$ cat config.mk
export PLATFORM = sky130hd
export DESIGN_NAME = xb_oport
export DESIGN_NICKNAME = d
export VERILOG_FILES = /design/src/rtl/xb_oport.sv
export SDC_FILE = /design/constraint.sdc
export NUM_CORES = 1
export LEC_CHECK = 0
export ABC_AREA = 1
export CORE_MARGIN = 2
export CORE_UTILIZATION = 40
export CTS_BUF_LIST = sky130_fd_sc_hd__clkbuf_16
export DETAILED_ROUTE_END_ITERATION = 8
export MAX_ROUTING_LAYER = met4
export PLACE_DENSITY = 0.74
export REMOVE_ABC_BUFFERS = 1
export SLEW_MARGIN = 0
export SYNTH_ARGS = -nofsm -noshare
export SYNTH_HDL_FRONTEND = slang
export SYNTH_SLANG_ARGS = --single-unit
export TNS_END_PERCENT = 5
$ cat constraint.sdc
create_clock -name clk -period 1.6 [get_ports clk]
set_input_delay 0.24 -clock clk [delete_from_list [all_inputs] [get_ports clk]]
set_output_delay 0.24 -clock clk [all_outputs]
set_load 0.01 [all_outputs]
$ cat src/rtl/xb_oport.sv
// Crossbar output-port stage: registers one flit stream onto the link, tags its VC, tracks per-VC credits.
// Latency: 1 cycle from accepted flit to data_out/valid_out/vc_out; credit_avail/vc_empty follow counters.
// Backpressure: none upstream; flits without credit or with bad VC select are dropped and flag credit_err.
module xb_oport #(
  parameter int DW      = 32,
  parameter int V       = 4,
  parameter int CREDITS = 4,
  parameter int CW      = 3
) (
  input  logic          clk,
  input  logic          rst,
  input  logic [DW-1:0] data_in,
  input  logic          valid_in,
  input  logic [V-1:0]  vc_sel,
  input  logic [V-1:0]  credit_in,
  output logic [DW-1:0] data_out,
  output logic          valid_out,
  output logic [V-1:0]  vc_out,
  output logic [V-1:0]  credit_avail,
  output logic [V-1:0]  vc_empty,
  output logic          credit_err
);

  localparam logic [CW-1:0] CMAX = CW'(CREDITS);
  localparam logic [CW-1:0] ONE  = CW'(1);

  logic [V-1:0][CW-1:0] cnt;
  logic [V-1:0][CW-1:0] cnt_nxt;
  logic                 sel_ok;
  logic [V-1:0]         acc;
  logic                 acc_any;
  logic                 err_now;

  // Decide acceptance per VC and detect protocol errors this cycle.
  // A same-cycle credit return lets a flit through on an empty VC.
  always_comb begin
    sel_ok  = valid_in && $onehot(vc_sel);
    acc     = '0;
    err_now = valid_in && !$onehot(vc_sel);
    for (int i = 0; i < V; i++) begin
      if (sel_ok && vc_sel[i]) begin
        if (cnt[i] != '0 || credit_in[i]) begin
          acc[i] = 1'b1;
        end else begin
          err_now = 1'b1;
        end
      end
      if (credit_in[i] && cnt[i] == CMAX && !acc[i]) begin
        err_now = 1'b1;
      end
    end
    acc_any = |acc;
  end

  // Next counter values: accept and credit cancel; overflow saturates at CREDITS.
  always_comb begin
    for (int i = 0; i < V; i++) begin
      cnt_nxt[i] = cnt[i];
      if (acc[i] && !credit_in[i]) begin
        cnt_nxt[i] = cnt[i] - ONE;
      end else if (credit_in[i] && !acc[i] && cnt[i] != CMAX) begin
        cnt_nxt[i] = cnt[i] + ONE;
      end
    end
  end

  // Credit counters and the sticky error flag.
  always_ff @(posedge clk or posedge rst) begin
    if (rst) begin
      cnt        <= {V{CMAX}};
      credit_err <= 1'b0;
    end else begin
      cnt        <= cnt_nxt;
      credit_err <= credit_err | err_now;
    end
  end

  // Link output register; data holds when nothing is forwarded.
  always_ff @(posedge clk or posedge rst) begin
    if (rst) begin
      data_out  <= '0;
      valid_out <= 1'b0;
      vc_out    <= '0;
    end else begin
      valid_out <= acc_any;
      vc_out    <= acc_any ? vc_sel : '0;
      if (acc_any) begin
        data_out <= data_in;
      end
    end
  end

  // Allocator-facing status decoded from the registered counters.
  always_comb begin
    for (int i = 0; i < V; i++) begin
      credit_avail[i] = (cnt[i] != '0);
      vc_empty[i]     = (cnt[i] == CMAX);
    end
  end

endmodule

**Word level (Yosys, flattened, before mapping)**

Cells that the tools add are included.

- Register bits after elaboration: 50
- Input port bits: 43

- Bitwise gates (word level): 1
- Add/sub/neg operators: 11
- Eq/ne operators: 9
- Reductions and logical operators: 48
- Multiplexer cells: 29

Operator list:

| kind | count |
|---|---|
| 1-bit logical AND | 26 |
| 3-bit 2-to-1 mux | 8 |
| 1-bit 2-to-1 mux | 20 |
| 3-bit by 1-bit adder with 3-bit output (second input constant) | 4 |
| 3-bit == test (second input constant) | 4 |
| 3-bit != test (second input constant) | 4 |
| 3-bit nonzero test | 4 |
| 3-bit by 1-bit subtractor with 3-bit output (second input constant) | 4 |
| 1-bit logical NOT | 9 |
| 2-bit nonzero test | 4 |
| 1-bit by 1-bit adder with 2-bit output | 2 |
| 1-bit logical OR | 4 |
| 4-bit 2-to-1 mux | 1 |
| 4-bit OR reduction | 1 |
| 2-bit by 2-bit adder with 3-bit output | 1 |
| 3-bit by 1-bit == test with 1-bit output (second input constant) | 1 |
| 1-bit OR | 1 |

**Logic depth before layout (Yosys ltp)**

- Word-level depth: 19
- Mapped depth: 15

**Least setup slack after synthesis**

No wires, ideal clock.

- Path type: input-to-reg
- From: in vc_sel[0]
- To: reg cnt[2] (netlist name)
- Arrival time: 2.529 ns
- Path buffers: 0
- Cell stages on the path: 14
- Setup slack: -1.005 ns
- Path through: inv_1 > fa_1 > inv_1 > ha_1 > ha_1 > inv_1 > nand3_1 > nor2_1 > nand4_1 > fa_1 > inv_1 > nand4_1 > nand3_1 > nand2_1

- Word-level cells in the longest chain between the ends: 10

RTL lines:

| element | RTL line | RTL |
|---|---|---|
| start: declaration | 14 | `input logic [V-1:0] vc_sel,` |
| 1-bit by 1-bit adder with 2-bit output (implied by the code) | 37 | `sel_ok = valid_in && $onehot(vc_sel);` |
| 2-bit by 2-bit adder with 3-bit output (implied by the code) | 37 |  |
| 3-bit by 1-bit == test with 1-bit output | 37 |  |
| 1-bit logical AND | 37 |  |
| 1-bit logical AND * | 41 | `if (sel_ok && vc_sel[i]) begin` |
| 1-bit 2-to-1 mux * | 41 |  |
| 1-bit logical NOT | 61 | `end else if (credit_in[i] && !acc[i] && cnt[i] != CMAX) begin` |
| 1-bit logical AND (2 in series) | 61 |  |
| 2-bit nonzero test (no source line) | - |  |
| end signal: assignment | 70 | `cnt <= {V{CMAX}};` |
| end signal: assignment | 73 | `cnt <= cnt_nxt;` |
| end: declaration | 27 | `logic [V-1:0][CW-1:0] cnt;` |

Every way passes the cells marked *; elsewhere a longest branch is shown, timed or not.
A chain may end at the register's enable or synchronous reset.

**Worst setup path after layout**

- From: in vc_sel[0]
- To: reg cnt[10] (netlist name)

- Word-level cells in the longest chain between the ends: 10

RTL lines:

| element | RTL line |
|---|---|
| 1-bit by 1-bit adder with 2-bit output (implied by the code) * | 37 |
| 2-bit by 2-bit adder with 3-bit output (implied by the code) * | 37 |
| 3-bit by 1-bit == test with 1-bit output * | 37 |
| 1-bit logical AND * | 37 |
| 1-bit logical AND * | 41 |
| 1-bit 2-to-1 mux * | 41 |
| 1-bit logical NOT | 61 |
| 1-bit logical AND (2 in series) | 61 |
| 2-bit nonzero test (no source line) | - |

Marked as above.

==> results.json <==
{
  "worstRegToRegCells": 7,
  "cp.arrival_ns": 2.47,
  "avgRoutedWirePerCell_um": 12.7,
  "dieArea_um2": 6950,
  "synth_ff_type": "dfrtp_1",
  "gp_congestion": 0.855,
  "synth_top_family_by_area": "simple AND/OR/NAND/NOR gates",
  "crit_type": "input port to flip-flop",
  "cp_max_fo": 4,
  "drtPass1Iterations": 4,
  "synth_area_um2": 2520,
  "synthTopCellsByCount": "nand2_1, nand3_1, dfrtp_1",
  "power.density_nw_per_um2": 1630,
  "htreeDepth": 2,
  "num_io_pins": 89,
  "synth-simple-area-share": 0.351,
  "yosysMostFrequentCell": "nand2_1",
  "ys_types": 18,
  "layout-area-overhead-vs-synth_pct": 66.6,
  "hpwl_um": 5080,
  "num_vias": 2528,
  "synth.avg_cell_area_um2": 8.02,
  "violations": "setup timing",
  "layout-drive-gt1-share": 0.276,
  "root_buffer": "clkbuf_16",
  "irDropWorstVdd_v": 0.000904,
  "cpMostUsedCell": "inv_2",
  "viasPerCell": 4.76,
  "cts_made_buffers": 5,
  "rr_endpoint": "cnt[10]",
  "status": "finished with violations",
  "synth_edf_count": 0,
  "nNetsFinal": 505,
  "p_clk_frac": 0.151,
  "synth_cells": 314,
  "worstMarginPinSlew_ns": 0.333,
  "combPwrFrac": 0.520,
  "cts_tree": "done",
  "initial_utilization": 0.420,
  "cts_num_sinks": 50,
  "setup_slack_ns": -0.702,
  "whs_ns": 0.240,
  "antenna_found_initial": 0,
  "timing.fmax_mhz": 434,
  "async_flop_share": 1.00,
  "dr.first_iter.drc_count": 68,
  "dieHeight_um": 83.4,
  "timing.rr.start": "cnt[11]",
  "final_cells": 531,
  "antenna_cells": 0,
  "synth_top_area_share": 0.457,
  "fp.dieW_um": 83.4,
  "ys_warn_count": 0,
  "cp-start-kind": "input port",
  "drv_slew": 0,
  "core_area_um2": 5990,
  "fillers": 463,
  "clockBufferDepth": 2,
  "period_share": 1.44,
  "grt_max_degree": 33,
  "yosysTopAreaCell": "dfrtp_1",
  "yosys.area_share.xor_xnor": 0,
  "clock_skew_ns": 0.00824,
  "p_seq_frac": 0.329,
  "r2r_slack_ns": -0.09,
  "crit_path_end_kind": "flip-flop",
  "slew_headroom": 0.777,
  "p_sw_mw": 2.50,
  "grt_pass1_wl_um": 11000,
  "min_period_ns": 2.30,
  "cp_slowest_cell": "fa_2",
  "ys_seq_elements": 50,
  "cp.required_ns": 1.77,
  "num_rows": 28,
  "p_leak_nw": 2.13,
  "setup_viol": 50,
  "synth-compound-area-share": 0.0139,
  "synth_seq_area_share": 0.499,
  "netSwitchingFraction": 0.366,
  "cpPeakStageDelay_ns": 0.58,
  "rsz0062_at_grt": "yes",
  "synth_area_leaders": "dfrtp_1, nand2_1, nand3_1",
  "max_cap_violations": 0,
  "clk_pin_slew_worst_paths_ns": 0.07,
  "ant_nets": 0,
  "worstPathCellList": "buf_8, inv_4, fa_1, inv_2, ha_4, ha_4, inv_2, nand3_4, nor2_4, nand4_1, fa_2, inv_2, nand2_1, o21ai_1",
  "dp_cells": 517,
  "hold_viol": 0,
  "internal_power_mw": 4.33,
  "synth_mux_area_frac": 0,
  "drc": 0,
  "min_path_type": "input port to asynchronous set/reset pin",
  "numPortBuffers": 88,
  "clock_latency_ns": 0.28,
  "synthAdderAreaFrac": 0.0497,
  "grt_pass1_vias": 2474,
  "finalWirelength_um": 6720,
  "cts_hold_buf": 0,
  "grt_util_all_layers": 0.197,
  "grt_overflow_total": 0
}
==> cell usage in the layout, fill, tap and decap left out, drive strengths merged <==
cell type	netlist	final
dlygate4sd2	0	1
nand3	56	56
a21oi	1	1
dfstp	4	4
nand2	112	112
inv	41	41
clkdlybuf4s15	0	1
clkbuf	0	9
clkdlybuf4s50	0	77
fa	5	5
nand4	9	9
clkinv	0	2
clkinvlp	0	1
buf	9	60
o21ai	6	6
nor2	22	22
dfrtp	46	46
ha	2	2
nor3	1	1
==> kinds of logic (layout without fill, tap and decap cells) <==
| logic type | after synthesis | after routing |
|---|---|---|
| flip-flops | 50 | 50 |
| adder cells (fa/ha/maj) | 7 | 7 |
| AO/OA/AOI/OAI | 7 | 7 |
| buffers and inverters | 50 | 192 |
| AND/OR/NAND/NOR | 200 | 200 |
==> worst max-delay path, delay by kind of cell <==
family	cells	cell delay [ns]
and+or+nand+nor	4	0.41
AOI/OAI and AO/OA	1	0.05
adders and majority gates	4	1.50
buffers and inverters	5	0.26
==> area by class of cell <==
type,instances,area (um2),share of cell area
tap,75,93.8,0.0224
inverter,41,159,0.0379
multi-input combinational,214,1190,0.284
sequential,50,1260,0.299
timing repair buffer,143,1350,0.321
clock buffer,5,125,0.0298
clock inverter,3,21.3,0.00507
==> layer usage <==
metal,wire (um),track usage,up-vias
met5,0,-,-
met4,29,0.0537,0
met3,398,0.0417,2
met2,3210,0.320,88
met1,3080,0.250,1169
li1,-,-,1269
==> how the worst max path moves through the flow <==
stage                   start        end  slack (ns)  cells past startpoint
detailed placement  vc_sel[0]    cnt[10]       -1.68                     14
CTS                 vc_sel[3]     cnt[1]       -0.75                     14
finish              vc_sel[0]    cnt[10]       -0.70                     14
global placement    vc_sel[0]     cnt[2]       -1.59                     15
floorplan           vc_sel[0]  vc_out[0]       -1.02                     12
global route        vc_sel[0]    cnt[10]       -0.80                     14
==> through the flow <==
step | worst slack [ns] | power [mW] | utilization | setup TNS, ns | cell area, um2
global placement | -1.59 | 5.53 | 0.642 | -66.51 | 3850
finish | -0.702 | 6.83 | 0.701 | -23.46 | 4200
floorplan | -1.02 | 3.76 | - | -45.99 | 2450
global route | -0.804 | 7.32 | 0.701 | -28.69 | 4200
detailed placement | -1.68 | 5.66 | 0.642 | -69.74 | 3850
CTS | -0.747 | 6.82 | 0.689 | -25.15 | 4130
==> repair_timing <==
item                                    in CTS  in global routing
hold endpoints to repair                     0                  0
buffers inserted                             3                  3
pin swaps                                    8                 12
endpoints found under the setup margin      58                 56
gates resized for setup                     67                 24
==> power by group through the flow <==
stage	clock (mW)	combinational (mW)	sequential (mW)
2_1_floorplan	0	1.35	2.41
3_3_place_gp	0	3.32	2.21
3_5_place_dp	0	3.43	2.23
4_1_cts	1.06	3.53	2.23
5_1_grt	1.12	3.89	2.32
6_report	1.03	3.56	2.25
==> flip-flops by register name, summed over array words and instances (netlist names) <==
register / count
cnt: 12
valid_out: 1
data_out: 32
credit_err: 1
vc_out: 4
No activity file was read; power rests on OpenSTA's default activity.
==> edit (same flow settings) <==
Change the parameter `DW` from 32 to 64.
--- a/src/rtl/xb_oport.sv
+++ b/src/rtl/xb_oport.sv
@@ -2,7 +2,7 @@
 // Latency: 1 cycle from accepted flit to data_out/valid_out/vc_out; credit_avail/vc_empty follow counters.
 // Backpressure: none upstream; flits without credit or with bad VC select are dropped and flag credit_err.
 module xb_oport #(
-  parameter int DW      = 32,
+  parameter int DW      = 64,
   parameter int V       = 4,
   parameter int CREDITS = 4,
   parameter int CW      = 3
Interface: changed (resized data_in and data_out); port bits go from 89 to 153. The function was not compared with the original's and may differ.
==> edit against the unedited design <==
  * The run still ends with setup timing left
  * Total power increased by 68%
  * Maximum frequency down 1.5%
  * Final area up 56%
  * Hold slack got worse by 110 ps
  * Critical path type unchanged
  * Synthesized area grew 53%
  * Cell count rose by 49%
  * Routed wire length up 82%
  * Critical endpoint is now cnt[1]
  * Sequential cell count rose by 32
  * Synthesized cell count increased by 45%
  * Setup slack got worse by 34 ps
==> edit: results (changes against the unedited design) <==
[critical_path]
cpPeakStageDelay_ps = 540  ; -40 ps
critPathArrivalTime_ps = 2540  ; +70 ps
slowest_stage = fa_1
crit_path_max_fanout = 5  ; +1
crit_family = adder cells

[yosys]
syn_inst = 454  ; +45%
netlist-cell-type-count = 20  ; +2
synth_flop_cell = dfrtp_1
yosys-top-cells-area = dfrtp_1 (51%), nand2_1 (17%), nand3_1 (11%)
ys_async_sr_fraction_pct = 100  ; unchanged
synth_commonest_cells = nand2_1 (175), nand3_1 (88), dfrtp_1 (78), inv_1 (43), nor2_1 (13)
synth-warning-count = 0  ; unchanged
yosysSeqAreaShare_pct = 53.5  ; +3.6 points

[final_layout]
finalNetCount = 739  ; +46%
largest_registers = data_out x64, cnt x12, vc_out x4
n_antenna_cell = 0  ; unchanged
layout-drive-gt1-share_pct = 26.3  ; -1.3 points

[pwr]
p_leak_nw = 3.24  ; +52%
swShare_pct = 36.4  ; -0.22 points
ir_drop_v = 0.000838  ; -7.3%

[grt]
antenna_found_initial = 0  ; unchanged
grt_max_degree = 45  ; +36%
grt_pass1_wl_um = 18700  ; +70%
grt_pass1_vias = 3884  ; +57%
grt_usage_pct = 23.8  ; +4.2 points

[status]
status = complete, but fails checks
violations = setup timing

[clocking]
cts_root_buffer = clkbuf_16
clk_latency_ps = 330  ; +50 ps
clk_path_buf_depth = 2  ; unchanged
numCtsBuffers = 9  ; +4
htree_levels = 3  ; +1
clk_pin_slew_ps = 70  ; about the same

[worst_hold_path]
hp-class = primary input to asynchronous set/reset pin

[detailed_routing]
via_per_inst = 4.89  ; +2.7%
routedWlPerCell_um = 15.4  ; +22%
totalWireLength_um = 12200  ; +82%
drt_iter0_drc = 174  ; +160%
dr.pass1.iters = 4  ; unchanged

[placement]
post-place-ws_ps = -1580  ; +108 ps
io_buffers = 152  ; +73%
dpl.cell_count = 760  ; +47%
gp_congestion = 0.879  ; +2.9%
dp_hpwl_um = 7830  ; +54%

[sta]
finClkSkew_ps = 8.31  ; +0.0695 ps
worst_slew_pin_slew_ps = 306  ; -26.9 ps
fin_ws_ps = -736  ; -34.0 ps
setup_violations = 83  ; +66%
fin_tns_setup_ps = -45610  ; -22150 ps

[edit: cell types whose count changed after synthesis, sizes merged]
| cell | change |
|---|---|
| buf | +12 |
| dfrtp | +32 |
| inv | +2 |
| nand2 | +64 |
| nand3 | +32 |
| nand4 | -1 |
| nor2 | +1 |
| o21ai | -2 |
[edit: logic make-up (layout without fill, tap and decap cells)]
group / after synthesis / after routing / synth area share [%]
simple gates: 296 / 296 / 33.7
fa+ha+maj: 7 / 7 / 3.25
buf+inv: 64 / 272 / 8.94
compound gates: 5 / 5 / 0.650
flops: 82 / 82 / 53.5
[edit: power by group through the flow]
stage               registers, mW  clock network [mW]  logic (mW)
floorplan                    4.07                   0        1.83
global placement             3.64                   0        5.15
detailed placement           3.69                   0        5.31
CTS                          3.73                1.97        5.66
global route                 3.87                2.06        6.31
finish                       3.75                1.94        5.77
[edit: worst reg2reg max path, stage by stage, from the launching register on]
cell and delay, ps:
dfstp_2 530, inv_1 50, nand2_1 90, nor2_2 70, inv_1 80, nand3_2 100, fa_2 530, inv_1 40
nand2_1 50, o21ai_0 70
[edit: final cells by class]
type,instances,area [um2]
clock inverter,7,52.6
inverter,43,170
fill,697,2740
clock buffer,9,225
tap,129,161
multi-input combinational,308,1740
timing repair buffer,213,2150
sequential,82,2060
[edit: worst paths after layout]
check	start	to	slack, ps	cells after the start
max	vc_sel[0]	cnt[1]	-740	15
min	rst	data_out[9]	130	2
max reg2reg	cnt[2]	cnt[1]	-120	9
min reg2reg	cnt[11]	cnt[11]	480	2
max in group asynchronous	rst	cnt[2]	960	3
min in group clk	vc_sel[1]	vc_out[1]	150	3
[edit: repair_timing]
action                     4_1_cts  5_1_grt
cloned                           4        0
pin swaps                       28       21
gates resized for setup         94       34
setup endpoints to repair       90       85
setup buffers                    8        3
[edit: metrics by stage]
stage | power (mW) | hold slack, ps | cell area, um2
after floorplan | 5.90 | 346 | 3660
after global placement | 8.79 | 456 | 5760
after detailed placement | 8.99 | 476 | 5760
after CTS | 11.4 | 128 | 6430
after global routing | 12.2 | 144 | 6550
final | 11.5 | 133 | 6550
[edit: routing by layer]
metal	GRT usage, %	vias up	wire, um
met2	38.4	158	5960
met3	4.58	18	881
met1	30.7	1855	5200
li1	-	1835	-
met5	-	-	0
met4	7.28	0	162
